$ cat src/rtl/mem_bus_arbiter.sv
// Two-master round-robin arbiter sharing one memory_controller port.
// Each winning request is registered and run to completion from those registered values.
module mem_bus_arbiter #(
   parameter int unsigned READ_LATENCY = 1
) (
   input  logic        clock,
   input  logic        reset,
   input  logic        a_req,
   input  logic        a_we,
   input  logic [15:0] a_addr,
   input  logic [31:0] a_wdata,
   output logic        a_ack,
   output logic [31:0] a_rdata,
   input  logic        b_req,
   input  logic        b_we,
   input  logic [15:0] b_addr,
   input  logic [31:0] b_wdata,
   output logic        b_ack,
   output logic [31:0] b_rdata,
   output logic [15:0] mem_address,
   output logic [31:0] mem_data_out,
   output logic        mem_we,
   input  logic [31:0] mem_data_in,
   output logic        busy,
   output logic        grant
);

   localparam int unsigned AW = 16;
   localparam int unsigned DW = 32;
   localparam int unsigned CW = 3;

   typedef enum logic [1:0] {S_IDLE, S_ACCESS, S_WAIT, S_DONE} state_t;

   state_t          state_q, state_d;
   logic            grant_q, grant_d;
   logic            we_q, we_d;
   logic [AW-1:0]   addr_q, addr_d;
   logic [DW-1:0]   wdata_q, wdata_d;
   logic [CW-1:0]   cnt_q, cnt_d;
   logic [DW-1:0]   a_rdata_q, a_rdata_d;
   logic [DW-1:0]   b_rdata_q, b_rdata_d;
   logic [AW-1:0]   mem_address_q, mem_address_d;
   logic [DW-1:0]   mem_data_out_q, mem_data_out_d;
   logic            mem_we_q, mem_we_d;
   logic            a_ack_q, a_ack_d;
   logic            b_ack_q, b_ack_d;
   logic            busy_q, busy_d;
   logic            pick_b;
   logic            capture;

   // Next-state, transaction capture and registered-output targets
   always_comb begin
      state_d   = state_q;
      grant_d   = grant_q;
      we_d      = we_q;
      addr_d    = addr_q;
      wdata_d   = wdata_q;
      cnt_d     = cnt_q;
      a_rdata_d = a_rdata_q;
      b_rdata_d = b_rdata_q;
      pick_b    = 1'b0;
      capture   = 1'b0;

      case (state_q)
         S_IDLE: begin
            if (a_req || b_req) begin
               // On a tie the master that did not own the last transaction wins
               pick_b  = (a_req && b_req) ? ~grant_q : b_req;
               grant_d = pick_b;
               we_d    = pick_b ? b_we    : a_we;
               addr_d  = pick_b ? b_addr  : a_addr;
               wdata_d = pick_b ? b_wdata : a_wdata;
               state_d = S_ACCESS;
            end
         end
         S_ACCESS: begin
            if (we_q) begin
               state_d = S_DONE;
            end else if (READ_LATENCY == 0) begin
               capture = 1'b1;
               state_d = S_DONE;
            end else begin
               cnt_d   = CW'(READ_LATENCY);
               state_d = S_WAIT;
            end
         end
         S_WAIT: begin
            if (cnt_q == CW'(1)) begin
               capture = 1'b1;
               cnt_d   = '0;
               state_d = S_DONE;
            end else begin
               cnt_d = cnt_q - CW'(1);
            end
         end
         S_DONE: begin
            state_d = S_IDLE;
         end
         default: begin
            state_d = S_IDLE;
         end
      endcase

      if (capture) begin
         if (grant_q) b_rdata_d = mem_data_in;
         else         a_rdata_d = mem_data_in;
      end

      mem_we_d       = (state_d == S_ACCESS) && we_d;
      mem_address_d  = ((state_d == S_ACCESS) || (state_d == S_WAIT)) ? addr_d : '0;
      mem_data_out_d = (state_d == S_ACCESS) ? wdata_d : mem_data_out_q;
      a_ack_d        = (state_d == S_DONE) && !grant_d;
      b_ack_d        = (state_d == S_DONE) && grant_d;
      busy_d         = (state_d != S_IDLE);
   end

   always_ff @(posedge clock) begin
      if (reset) begin
         state_q        <= S_IDLE;
         grant_q        <= 1'b1;
         we_q           <= 1'b0;
         addr_q         <= '0;
         wdata_q        <= '0;
         cnt_q          <= '0;
         a_rdata_q      <= '0;
         b_rdata_q      <= '0;
         mem_address_q  <= '0;
         mem_data_out_q <= '0;
         mem_we_q       <= 1'b0;
         a_ack_q        <= 1'b0;
         b_ack_q        <= 1'b0;
         busy_q         <= 1'b0;
      end else begin
         state_q        <= state_d;
         grant_q        <= grant_d;
         we_q           <= we_d;
         addr_q         <= addr_d;
         wdata_q        <= wdata_d;
         cnt_q          <= cnt_d;
         a_rdata_q      <= a_rdata_d;
         b_rdata_q      <= b_rdata_d;
         mem_address_q  <= mem_address_d;
         mem_data_out_q <= mem_data_out_d;
         mem_we_q       <= mem_we_d;
         a_ack_q        <= a_ack_d;
         b_ack_q        <= b_ack_d;
         busy_q         <= busy_d;
      end
   end

   assign a_ack        = a_ack_q;
   assign b_ack        = b_ack_q;
   assign a_rdata      = a_rdata_q;
   assign b_rdata      = b_rdata_q;
   assign mem_address  = mem_address_q;
   assign mem_data_out = mem_data_out_q;
   assign mem_we       = mem_we_q;
   assign busy         = busy_q;
   assign grant        = grant_q;

endmodule

$ cat config.mk
export PLATFORM = sky130hd
export DESIGN_NAME = mem_bus_arbiter
export DESIGN_NICKNAME = d
export VERILOG_FILES = /design/src/rtl/mem_bus_arbiter.sv
export SDC_FILE = /design/constraint.sdc
export NUM_CORES = 1
export LEC_CHECK = 0
export BUFFER_PORTS_ARGS = -buffer_cell sky130_fd_sc_hd__buf_2
export CORE_ASPECT_RATIO = 0.5
export CORE_MARGIN = 10
export CORE_UTILIZATION = 43
export CTS_BUF_LIST = sky130_fd_sc_hd__clkbuf_4
export DETAILED_ROUTE_END_ITERATION = 8
export HOLD_SLACK_MARGIN = 0.03
export PLACE_DENSITY = 0.7
export SLEW_MARGIN = 10
export SYNTH_ARGS = -nofsm -noshare
export SYNTH_HDL_FRONTEND = slang
export SYNTH_SLANG_ARGS = --single-unit
$ cat constraint.sdc
create_clock -name clock -period 4.35 [get_ports clock]
set_input_delay 0.6525 -clock clock [delete_from_list [all_inputs] [get_ports clock]]
set_output_delay 0.6525 -clock clock [all_outputs]
set_load 0.01 [all_outputs]
==> results.md <==
* Max cap viols at 0
* Clock share of power at 0.188
* Final hold viol count at 0
* H-tree Lvls at 4
* Syn_area_per_cell at between 8 and 9 µm²
* Post-cts resize count at 0
* Worst-Skew Late Latency at 0.52 ns
* Worst slew margin at 0.2322
* Total Power at 4.808 mW
* Net Sw Power at ~1.8 mW
* Final ANT Viol Nets at 0
* Sw Share at 0.3776
* Crit path max-delay family: compound AO/OA/AOI/OAI gates
* Worst hold path cell count at 3
* Leakage power at 3.503 nW
* CTS tree: yes
* Reg2reg end: mem_data_out[24]
* PortBufs at 250
* Clock Path Buffers at 2
* Status: finished, final reports clean
* Vias per cell at around 5.3
* Internal power at 2.993 mW
* CP endpoint kind: flip-flop
* Netlist cell types at 38
* RR Startpoint: state_q[0]
* DRT iter0 DRCs at 240
* Final Cycle Share at 0.6120
* Clock sink count at between 150 and 200
* Area growth syn-to-layout at 22.43%
* HPWL Detailed at ~14000 µm
* GRT Overall Usage at 0.1709
* EDFF count, synth at 0
* Worst Tran Pin Value at between 1 and 1.5 ns
* Std-Cell Rows at 32
* Drt wl/cell at approximately 16 µm
* Final WS setup at 1.688 ns
* Async SR Flop Fraction at 0
* Initial antenna violation count at 1
* Number of cells on the worst reg-to-reg path at 9
* Core area at around 16000 µm²
* Die Area at 21730 µm²
* Die Span X at 198.7 µm
* Hold Buf Count CTS at 0
* Leading area contributor after synthesis: dfxtp_1
* RSZ-0062 raised after global routing: no
* CP Cell Sequence: inv_1 -> ha_1 -> o21ai_0 -> a22oi_1 -> ha_1 -> buf_4 -> nand2b_1 -> buf_4 -> o32ai_1
* Setup CP Type: reg -> reg
* Final TNS setup at 0 ns
* Reg-to-reg slack, setup at ~1.7 ns
* Setup Skew at just under 0.03 ns
* Slew Limit Fails at 0
* Root buf cell: clkbuf_4
* Remaining global-route overflow at 0
* Yosys top cell area share at 0.4985
* CP arrival at between 3 and 4 ns
* Vias after detailed routing at ~6300
* Final setup viols at 0
* I/O Pins at approximately 250
* Post-route minimum period at about 2.7 ns
* Met2 wire length at roughly 9900 µm
* PwrDens at 572.0 nW/µm²
* Fillers at about 1500
* Cell Area, Synth at around 6900 µm²
* Wire length on met1 at around 8300 µm
* Crit-path max cell delay at approximately 0.36 ns
* Predominant post-synthesis flop cell: dfxtp_1
* Post-CTS Setup Bufs at 0
* Vias in the first global route at between 6000 and 7000
* Layout cells sized above 1 at 0.2992
* Crit-path max FO at 33
* Peak Freq at ~0.38 GHz
* Ys Warns at 0
* Required time worst endpoint at around 4.8 ns
* Post-synthesis register bit count at between 150 and 200
* NumNets Final at between 1000 and 1500
* Leading cell type in the layout, fill and taps excluded: buf_2
* Dpl ws at 1.751 ns
* GPL Wtd Cong at 0.7921
* Synth area leaders: dfxtp_1 (50%), o32ai_1 (10%), nand2b_1 (9.0%), nand2_1 (7.1%), a21oi_1 (4.8%)
* Count of buffer and inverter cells on the critical path at 3
* Sequential share of power at 0.428
* Inserted Clock Buffers at 17
* Top layer in use: met4
* Critical Path Source Type: flip-flop
* Hold_sp: mem_data_in[15]
* Commonest non-fill, non-tap cells in the layout: buf_2 (249), dfxtp_1 (171), nand2_1 (129)
* Routed WL at a little under 20000 µm
* Global-route wire length before repair at 30370 µm
* Largest net degree at the start of global routing at 60
* Initial Utilization at 0.4420
* DRT Pass-1 Iters at 5
* CP max-delay cell: dfxtp_1
* Hold Path Sink: b_rdata[15]
* Logic pwr share at 0.384
* Worst VDD drop at about 0.29 mV
* CTS clk-pin slew, worst paths at approximately 0.15 ns
* Sequential share of the synthesized area at 0.4985
* DRC Markers at 0
* Syn Nets at ~920
* Hold WC Path Type: in -> reg
* Metal3 WL at 1331 µm
* Die Ht at around 110 µm
* Cells after Synth at 781
-- worst max path at each step --
stage	from	to	cells past startpoint
after global routing	state_q[0]	mem_data_out[27]	9
after CTS	state_q[0]	mem_data_out[24]	9
final	state_q[0]	mem_data_out[24]	9
after floorplan	cnt_q[1]	mem_address[10]	10
after global placement	state_q[0]	mem_data_out[15]	9
after detailed placement	state_q[0]	mem_data_out[24]	9
-- synthesized netlist by cell type, drive strengths merged, types with 2 or more instances --
cell / n
a221oi: 2
ha: 9
clkbuf: 44
nor2b: 4
a211oi: 34
buf: 29
dfxtp: 171
nor2: 54
nor3: 33
inv: 6
a21oi: 66
o21ai: 3
nand2: 129
o32ai: 81
nand2b: 99
-- cell type report --
class / count / area, µm² / share of cell area
antenna: 1 / 2.502 / 0.0002977
clock buffer: 18 / 135.1 / 0.01607
clock inverter: 12 / 141.4 / 0.01682
inverter: 6 / 22.52 / 0.002679
multi-input combinational: 531 / 3113 / 0.3703
sequential: 171 / 3423 / 0.4072
tap: 204 / 255.2 / 0.03036
timing repair buffer: 258 / 1314 / 0.1563
-- layer usage --
metal	vias to the layer above	global-route usage
li1	3152	-
met1	2959	0.2034
met2	190	0.3021
met3	9	0.04575
met4	0	0.04543
met5	-	0
-- flip-flops by register name, summed over array words and instances, names as in the netlist --
name and count:
grant 1, mem_we 1, busy 1, state_q 2
addr_q 16, a_rdata 32, a_ack 1, b_ack 1
wdata_q 32, we_q 1, cnt_q 3, mem_data_out 32
b_rdata 32, mem_address 16
-- power by group through the flow --
stage                     registers (mW)  clock network, mW  logic (mW)
after floorplan                     2.13                  0        1.30
after global placement              2.09                  0        1.81
after detailed placement            2.10                  0        1.86
after CTS                           2.06              0.937        1.87
after global routing                2.09              0.998        2.07
final                               2.06              0.904        1.84
-- cells by family (layout without fill, tap and decap cells) --
family                     after synthesis  count (layout)  synth area share
AOI/OAI and AO/OA                      193             193            0.2028
adders and majority gates                9               9           0.01640
muxes                                    1               1          0.001640
DFF                                    171             171            0.4985
buffers and inverters                   79             294           0.05084
and+or+nand+nor                        328             328            0.2298
other                                    0               1                 0
-- worst reg2reg max path: stages, from the launching register on --
cell and delay, ns:
dfxtp_1 0.36, inv_1 0.14, ha_1 0.36, o21ai_0 0.21, a22oi_1 0.31, ha_1 0.20
buf_4 0.28, nand2b_1 0.11, buf_4 0.25, o32ai_1 0.34
-- stage by stage --
step	utilization	area, µm²	instances	hold WS (ns)
finish	0.5412	8407	1201	0.3615
global route	0.5412	8407	1201	0.2913
CTS	0.5410	8404	1200	0.3021
detailed placement	0.5232	8128	1170	0.4435
global placement	0.5232	8128	1170	0.4378
floorplan	-	6867	781	0.4496
(Power assumes the default switching activity.)
